**src/rtl/video_timing_gen_if.sv**
```systemverilog
// Raster timing bundle from the timing generator to its consumers
// (pixel fetch/render, DVI/VGA output, scanline status read).
interface video_timing_gen_if;
    logic [10:0] h_count_o;
    logic [10:0] v_count_o;
    logic        hsync_o;
    logic        vsync_o;
    logic        h_blank_o;
    logic        v_blank_o;
    logic        dv_de_o;
    logic        end_of_line_o;
    logic        end_of_frame_o;
    logic [15:0] scanline_o;

    modport master (
        output h_count_o, v_count_o, hsync_o, vsync_o, h_blank_o, v_blank_o,
               dv_de_o, end_of_line_o, end_of_frame_o, scanline_o
    );

    modport slave (
        input  h_count_o, v_count_o, hsync_o, vsync_o, h_blank_o, v_blank_o,
               dv_de_o, end_of_line_o, end_of_frame_o, scanline_o
    );
endinterface

```
**src/rtl/video_timing_gen.sv**
```systemverilog
// Free-running raster timing generator: pixel/line counters with sync, blank,
// display-enable and line/frame strobes, all registered and mutually aligned.
module video_timing_gen #(
    parameter int unsigned VISIBLE_WIDTH   = 640,
    parameter int unsigned VISIBLE_HEIGHT  = 480,
    parameter int unsigned H_FRONT_PORCH   = 16,
    parameter int unsigned H_SYNC_PULSE    = 96,
    parameter int unsigned H_BACK_PORCH    = 48,
    parameter int unsigned V_FRONT_PORCH   = 10,
    parameter int unsigned V_SYNC_PULSE    = 2,
    parameter int unsigned V_BACK_PORCH    = 33,
    parameter logic        H_SYNC_POLARITY = 1'b0,
    parameter logic        V_SYNC_POLARITY = 1'b0
) (
    input  logic                clk,
    input  logic                reset_i,
    video_timing_gen_if.master  vid
);

    localparam int unsigned CNT_W   = 11;
    localparam int unsigned TOTAL_W = VISIBLE_WIDTH + H_FRONT_PORCH + H_SYNC_PULSE + H_BACK_PORCH;
    localparam int unsigned TOTAL_H = VISIBLE_HEIGHT + V_FRONT_PORCH + V_SYNC_PULSE + V_BACK_PORCH;

    // Window bounds expressed as inclusive last indices so they always fit CNT_W
    localparam logic [CNT_W-1:0] H_LAST       = CNT_W'(TOTAL_W - 1);
    localparam logic [CNT_W-1:0] V_LAST       = CNT_W'(TOTAL_H - 1);
    localparam logic [CNT_W-1:0] H_VIS_LAST   = CNT_W'(VISIBLE_WIDTH - 1);
    localparam logic [CNT_W-1:0] V_VIS_LAST   = CNT_W'(VISIBLE_HEIGHT - 1);
    localparam logic [CNT_W-1:0] H_SYNC_FIRST = CNT_W'(VISIBLE_WIDTH + H_FRONT_PORCH);
    localparam logic [CNT_W-1:0] H_SYNC_LAST  = CNT_W'(VISIBLE_WIDTH + H_FRONT_PORCH + H_SYNC_PULSE - 1);
    localparam logic [CNT_W-1:0] V_SYNC_FIRST = CNT_W'(VISIBLE_HEIGHT + V_FRONT_PORCH);
    localparam logic [CNT_W-1:0] V_SYNC_LAST  = CNT_W'(VISIBLE_HEIGHT + V_FRONT_PORCH + V_SYNC_PULSE - 1);

    generate
        if (TOTAL_W > 2048 || TOTAL_H > 2048) begin : g_bad_timing
            $error("video_timing_gen: total raster exceeds 2048 in one dimension");
        end
    endgenerate

    logic [CNT_W-1:0] h_q, v_q;
    logic             hsync_q, vsync_q, h_blank_q, v_blank_q, de_q, eol_q, eof_q;

    logic [CNT_W-1:0] h_nxt, v_nxt;
    logic             h_last, v_last;
    logic             hsync_nxt, vsync_nxt, h_blank_nxt, v_blank_nxt, de_nxt, eol_nxt, eof_nxt;

    // Flags are decoded from the next position so they land with the counters
    always_comb begin
        h_last      = (h_q == H_LAST);
        v_last      = (v_q == V_LAST);
        h_nxt       = h_last ? '0 : h_q + CNT_W'(1);
        v_nxt       = v_q;
        if (h_last) begin
            v_nxt = v_last ? '0 : v_q + CNT_W'(1);
        end
        h_blank_nxt = (h_nxt > H_VIS_LAST);
        v_blank_nxt = (v_nxt > V_VIS_LAST);
        de_nxt      = !h_blank_nxt && !v_blank_nxt;
        hsync_nxt   = (h_nxt >= H_SYNC_FIRST && h_nxt <= H_SYNC_LAST) ? H_SYNC_POLARITY
                                                                      : ~H_SYNC_POLARITY;
        vsync_nxt   = (v_nxt >= V_SYNC_FIRST && v_nxt <= V_SYNC_LAST) ? V_SYNC_POLARITY
                                                                      : ~V_SYNC_POLARITY;
        eol_nxt     = (h_nxt == H_LAST);
        eof_nxt     = eol_nxt && (v_nxt == V_LAST);
    end

    // Reset parks at the last pixel of the frame so the first live edge wraps to (0,0)
    always_ff @(posedge clk) begin
        if (reset_i) begin
            h_q       <= H_LAST;
            v_q       <= V_LAST;
            hsync_q   <= ~H_SYNC_POLARITY;
            vsync_q   <= ~V_SYNC_POLARITY;
            h_blank_q <= 1'b1;
            v_blank_q <= 1'b1;
            de_q      <= 1'b0;
            eol_q     <= 1'b0;
            eof_q     <= 1'b0;
        end else begin
            h_q       <= h_nxt;
            v_q       <= v_nxt;
            hsync_q   <= hsync_nxt;
            vsync_q   <= vsync_nxt;
            h_blank_q <= h_blank_nxt;
            v_blank_q <= v_blank_nxt;
            de_q      <= de_nxt;
            eol_q     <= eol_nxt;
            eof_q     <= eof_nxt;
        end
    end

    assign vid.h_count_o      = h_q;
    assign vid.v_count_o      = v_q;
    assign vid.hsync_o        = hsync_q;
    assign vid.vsync_o        = vsync_q;
    assign vid.h_blank_o      = h_blank_q;
    assign vid.v_blank_o      = v_blank_q;
    assign vid.dv_de_o        = de_q;
    assign vid.end_of_line_o  = eol_q;
    assign vid.end_of_frame_o = eof_q;
    assign vid.scanline_o     = {v_blank_q, h_blank_q, 3'b000, v_q};

endmodule

```
**src/flat_wrapper.sv**
```systemverilog
// flat-port wrapper written by rule: the top's interface ports become plain ports
module video_timing_gen_flat 
#(
    parameter int unsigned VISIBLE_WIDTH   = 640,
    parameter int unsigned VISIBLE_HEIGHT  = 480,
    parameter int unsigned H_FRONT_PORCH   = 16,
    parameter int unsigned H_SYNC_PULSE    = 96,
    parameter int unsigned H_BACK_PORCH    = 48,
    parameter int unsigned V_FRONT_PORCH   = 10,
    parameter int unsigned V_SYNC_PULSE    = 2,
    parameter int unsigned V_BACK_PORCH    = 33,
    parameter logic        H_SYNC_POLARITY = 1'b0,
    parameter logic        V_SYNC_POLARITY = 1'b0
)
  (clk, reset_i, vid_h_count_o, vid_v_count_o, vid_hsync_o, vid_vsync_o, vid_h_blank_o, vid_v_blank_o, vid_dv_de_o, vid_end_of_line_o, vid_end_of_frame_o, vid_scanline_o);
  video_timing_gen_if vid_i ();
  input  logic clk;
  input  logic reset_i;
  output wire logic [$bits(vid_i.h_count_o)-1:0] vid_h_count_o;
  output wire logic [$bits(vid_i.v_count_o)-1:0] vid_v_count_o;
  output wire logic [$bits(vid_i.hsync_o)-1:0] vid_hsync_o;
  output wire logic [$bits(vid_i.vsync_o)-1:0] vid_vsync_o;
  output wire logic [$bits(vid_i.h_blank_o)-1:0] vid_h_blank_o;
  output wire logic [$bits(vid_i.v_blank_o)-1:0] vid_v_blank_o;
  output wire logic [$bits(vid_i.dv_de_o)-1:0] vid_dv_de_o;
  output wire logic [$bits(vid_i.end_of_line_o)-1:0] vid_end_of_line_o;
  output wire logic [$bits(vid_i.end_of_frame_o)-1:0] vid_end_of_frame_o;
  output wire logic [$bits(vid_i.scanline_o)-1:0] vid_scanline_o;
  assign vid_h_count_o = vid_i.h_count_o;
  assign vid_v_count_o = vid_i.v_count_o;
  assign vid_hsync_o = vid_i.hsync_o;
  assign vid_vsync_o = vid_i.vsync_o;
  assign vid_h_blank_o = vid_i.h_blank_o;
  assign vid_v_blank_o = vid_i.v_blank_o;
  assign vid_dv_de_o = vid_i.dv_de_o;
  assign vid_end_of_line_o = vid_i.end_of_line_o;
  assign vid_end_of_frame_o = vid_i.end_of_frame_o;
  assign vid_scanline_o = vid_i.scanline_o;
  video_timing_gen #(.VISIBLE_WIDTH(VISIBLE_WIDTH), .VISIBLE_HEIGHT(VISIBLE_HEIGHT), .H_FRONT_PORCH(H_FRONT_PORCH), .H_SYNC_PULSE(H_SYNC_PULSE), .H_BACK_PORCH(H_BACK_PORCH), .V_FRONT_PORCH(V_FRONT_PORCH), .V_SYNC_PULSE(V_SYNC_PULSE), .V_BACK_PORCH(V_BACK_PORCH), .H_SYNC_POLARITY(H_SYNC_POLARITY), .V_SYNC_POLARITY(V_SYNC_POLARITY)) u_core (.clk(clk), .reset_i(reset_i), .vid(vid_i));
endmodule
```
**config.mk**
```make
export PLATFORM = sky130hd
export DESIGN_NAME = video_timing_gen_flat
export DESIGN_NICKNAME = d
export VERILOG_FILES = /design/src/rtl/video_timing_gen_if.sv /design/src/rtl/video_timing_gen.sv /design/src/flat_wrapper.sv
export SDC_FILE = /design/constraint.sdc
export NUM_CORES = 1
export LEC_CHECK = 0
export CAP_MARGIN = 40
export CORE_UTILIZATION = 49
export DETAILED_ROUTE_END_ITERATION = 16
export PLACE_DENSITY = 0.87
export SKIP_CTS_REPAIR_TIMING = 1
export SLEW_MARGIN = 10
export SYNTH_ARGS = -nofsm -noshare
export SYNTH_HDL_FRONTEND = slang
export SYNTH_SLANG_ARGS = --single-unit
```
**constraint.sdc**
```tcl
create_clock -name clk -period 2.3 [get_ports clk]
set_input_delay 0.46 -clock clk [delete_from_list [all_inputs] [get_ports clk]]
set_output_delay 0.46 -clock clk [all_outputs]
set_load 0.02 [all_outputs]
```
==> impl_metrics.env <==
export IMPL_status="complete, no violations"
export IMPL_ys_seq_area_share_pct=32.1
export IMPL_worstHoldEndpoint="u_core.vid.v_count_o[2]"
export IMPL_whs_ns=0.561
export IMPL_die_h_um=62.8
export IMPL_mostFrequentLayoutCells="clkdlybuf4s50_1, dfxtp_1, buf_4, nor2_1, nand2_1"
export IMPL_io_buffers=43
export IMPL_syn_area_um2=1810
export IMPL_placementRows=21
export IMPL_critPathArrivalTime_ns=2.43
export IMPL_post_route_drc_count=0
export IMPL_reg2reg_slack_ns=0.07
export IMPL_peakVddDrop_mv=0.881
export IMPL_max_stage_delay_ns=0.55
export IMPL_pre_cts_ws_ns=0.0772
export IMPL_core_um2=3440
export IMPL_cellPowerDensity_nw_per_um2=1270
export IMPL_gr_total_overflow=0
export IMPL_fp_dieArea_um2=3940
export IMPL_layout_commonest_cell="clkdlybuf4s50_1"
export IMPL_setup_viol=0
export IMPL_p_sw_mw=1.32
export IMPL_stdcell_area_um2=2430
export IMPL_r2r_end="u_core.vid.vsync_o"
export IMPL_clkSinkCount=29
export IMPL_area_growth_pct=34.1
export IMPL_drtIter0Drc=139
export IMPL_worstMarginPinSlew_ns=0.512
export IMPL_cts_buffers=5
export IMPL_grt_pass1_wl_mm=7.92
export IMPL_vias=1806
export IMPL_synthArstFlopShare_pct=0
export IMPL_gp_congestion=0.964
export IMPL_ys_warn_count=0
export IMPL_root_buffer="clkbuf_8"
export IMPL_dp_hpwl_mm=3.48
export IMPL_syn_inst=215
export IMPL_crit_chain="or4_4 > nor3_4 > buf_4 > buf_4 > o21ai_0 > a22o_1 > and3_1 > o2111ai_1"
export IMPL_final_period_utilization_pct=96.9
export IMPL_fp_dieW_um=62.8
export IMPL_synth_top_flop_cell="dfxtp_1"
export IMPL_cell_internal_pwr_mw=1.76
export IMPL_cp_buffers_inverters=2
export IMPL_reg2reg_depth=8
export IMPL_p_sw_share_pct=42.9
export IMPL_cts_tree="done"
export IMPL_htreeDepth=2
export IMPL_io_pins=47
export IMPL_grt_pass1_vias=1714
export IMPL_antenna_cells=0
export IMPL_grt_usage_pct=25.6
export IMPL_synth_distinct_cells=52
export IMPL_crit_slowest_cell="or4_4"
export IMPL_grt_antenna_before_repair=0
export IMPL_ys_ff_latch=29
export IMPL_hp_start="u_core.vid.v_count_o[2]"
export IMPL_fin_nets=271
export IMPL_path_max_fanout=7
export IMPL_vias_per_cell=5.81
export IMPL_placed_cells=302
export IMPL_timing_rr_start="u_core.vid.h_count_o[5]"
export IMPL_grt_max_degree=14
export IMPL_avgSynthCellArea_um2=8.42
export IMPL_start_util_pct=52.6
export IMPL_critPathLaunchType="flip-flop"
export IMPL_power_frac_clock_pct=13.7
export IMPL_routed_wl_mm=4.79
export IMPL_clk_insertion_delay_late_ns=0.28
export IMPL_layout_cells_non_filler=311
export IMPL_setup_ws_ns=0.0715
export IMPL_crit_top_cell="buf_4"
export IMPL_drv_cap=0
export IMPL_finClkSkew_ns=0.00393
export IMPL_relSlewSlack_pct=65.4
export IMPL_ant_nets=0
export IMPL_first_pass_iters=4
export IMPL_slew_viol_final=0
export IMPL_end_kind="flip-flop"
export IMPL_power_leakage_nw=0.939
export IMPL_worstPathRequired_ns=2.50
export IMPL_p_seq_share_pct=24.8
export IMPL_fin_crit_ns=2.23
export IMPL_combPwrFrac_pct=61.5
export IMPL_drive_gt1_share_pct=18.5
export IMPL_synth_edff_count=0
export IMPL_min_path_cells=2
export IMPL_crit_type="reg -> reg"
export IMPL_hold_viol=0
export IMPL_placed_area_um2=2290
export IMPL_max_clock_freq_mhz=449
export IMPL_critical_path_top_delay_family="simple AND/OR/NAND/NOR gates"
export IMPL_min_path_type="reg -> reg"
export IMPL_clk_pin_slew_ns=0.06
export IMPL_wire_per_inst_um=15.4
export IMPL_setup_tns_final_ns=0
export IMPL_cts_buffer_depth=2
==> state kept, by name (all words and copies together), names as in the netlist <==
name,flops
u_core.vid.h_count_o,11
u_core.vid.dv_de_o,1
u_core.vid.h_blank_o,1
u_core.vid.end_of_frame_o,1
u_core.vid.v_count_o,11
u_core.vid.v_blank_o,1
u_core.vid.end_of_line_o,1
u_core.vid.hsync_o,1
u_core.vid.vsync_o,1
==> worst max-delay path by stage <==
stage,from,to,cells past startpoint,slack (ns)
4_1_cts,u_core.vid.h_count_o[5],u_core.vid.end_of_frame_o,7,0.04
2_1_floorplan,u_core.vid.h_count_o[0],u_core.vid.vsync_o,8,0.01
6_report,u_core.vid.h_count_o[5],u_core.vid.vsync_o,8,0.07
5_1_grt,u_core.vid.h_count_o[5],u_core.vid.end_of_frame_o,7,-0.01
3_3_place_gp,u_core.vid.h_count_o[5],u_core.vid.vsync_o,7,0.06
3_5_place_dp,u_core.vid.h_count_o[5],u_core.vid.vsync_o,7,0.08
==> worst reg2reg max path, stage by stage (launching register included) <==
cell	delay (ns)
dfxtp_4	0.37
or4_4	0.55
nor3_4	0.30
buf_4	0.16
buf_4	0.13
o21ai_0	0.12
a22o_1	0.27
and3_1	0.15
o2111ai_1	0.10
==> power groups by stage <==
stage	Clock, mW	Combinational (mW)	Sequential, mW
2_1_floorplan	0	1.08	0.892
3_3_place_gp	0	1.77	0.760
3_5_place_dp	0	1.80	0.765
4_1_cts	0.424	1.83	0.757
5_1_grt	0.449	2.03	0.784
6_report	0.421	1.90	0.766
==> cells in the mapped netlist, drive strengths merged, types with 5 or more instances <==
| cell | number | area share [%] |
|---|---|---|
| nor2b | 6 | 2.1 |
| nand4 | 6 | 2.1 |
| nor2 | 20 | 4.1 |
| and3 | 5 | 1.7 |
| dfxtp | 29 | 32 |
| nand3 | 13 | 3.6 |
| inv | 7 | 1.5 |
| o21ai | 10 | 3.4 |
| a21oi | 5 | 1.6 |
| xor2 | 8 | 3.9 |
| nor3 | 12 | 3.9 |
| buf | 22 | 9.0 |
| nand2 | 14 | 2.9 |
==> through the flow <==
| step | utilization, % | total power [mW] |
|---|---|---|
| after floorplan | - | 1.98 |
| after global placement | 66.5 | 2.53 |
| after detailed placement | 66.5 | 2.57 |
| after CTS | 69.0 | 3.01 |
| after global routing | 70.5 | 3.27 |
| final | 70.5 | 3.09 |
==> cell families (layout without fill, tap and decap cells) <==
kind of cell / count (synthesis) / in the layout / synth area share [%]
compound gates: 40 / 40 / 18.3
mux: 1 / 1 / 0.553
fa+ha+maj: 4 / 4 / 2.77
xor+xnor: 12 / 12 / 5.81
simple gates: 96 / 96 / 29.3
flops: 29 / 29 / 32.1
other cells: 1 / 3 / 0.207
buf+inv: 32 / 80 / 11.1
==> metal layers <==
metal  track usage, %  up-vias  wire, µm
met5                0        -         0
met4             12.2        0       110
met3             3.47       15       375
met2             39.9      102      2190
met1             34.6      838      2110
li1                 -      851         -
==> final cells by class <==
| cell class | instances | area, µm² |
|---|---|---|
| Fill cell | 270 | 1020 |
| Tap cell | 46 | 57.6 |
| Timing Repair Buffer | 66 | 607 |
| Clock buffer | 7 | 86.3 |
| Inverter | 7 | 26.3 |
| Sequential cell | 29 | 588 |
| Multi-Input combinational cell | 156 | 1060 |
No activity file was read; power rests on OpenSTA's default activity.
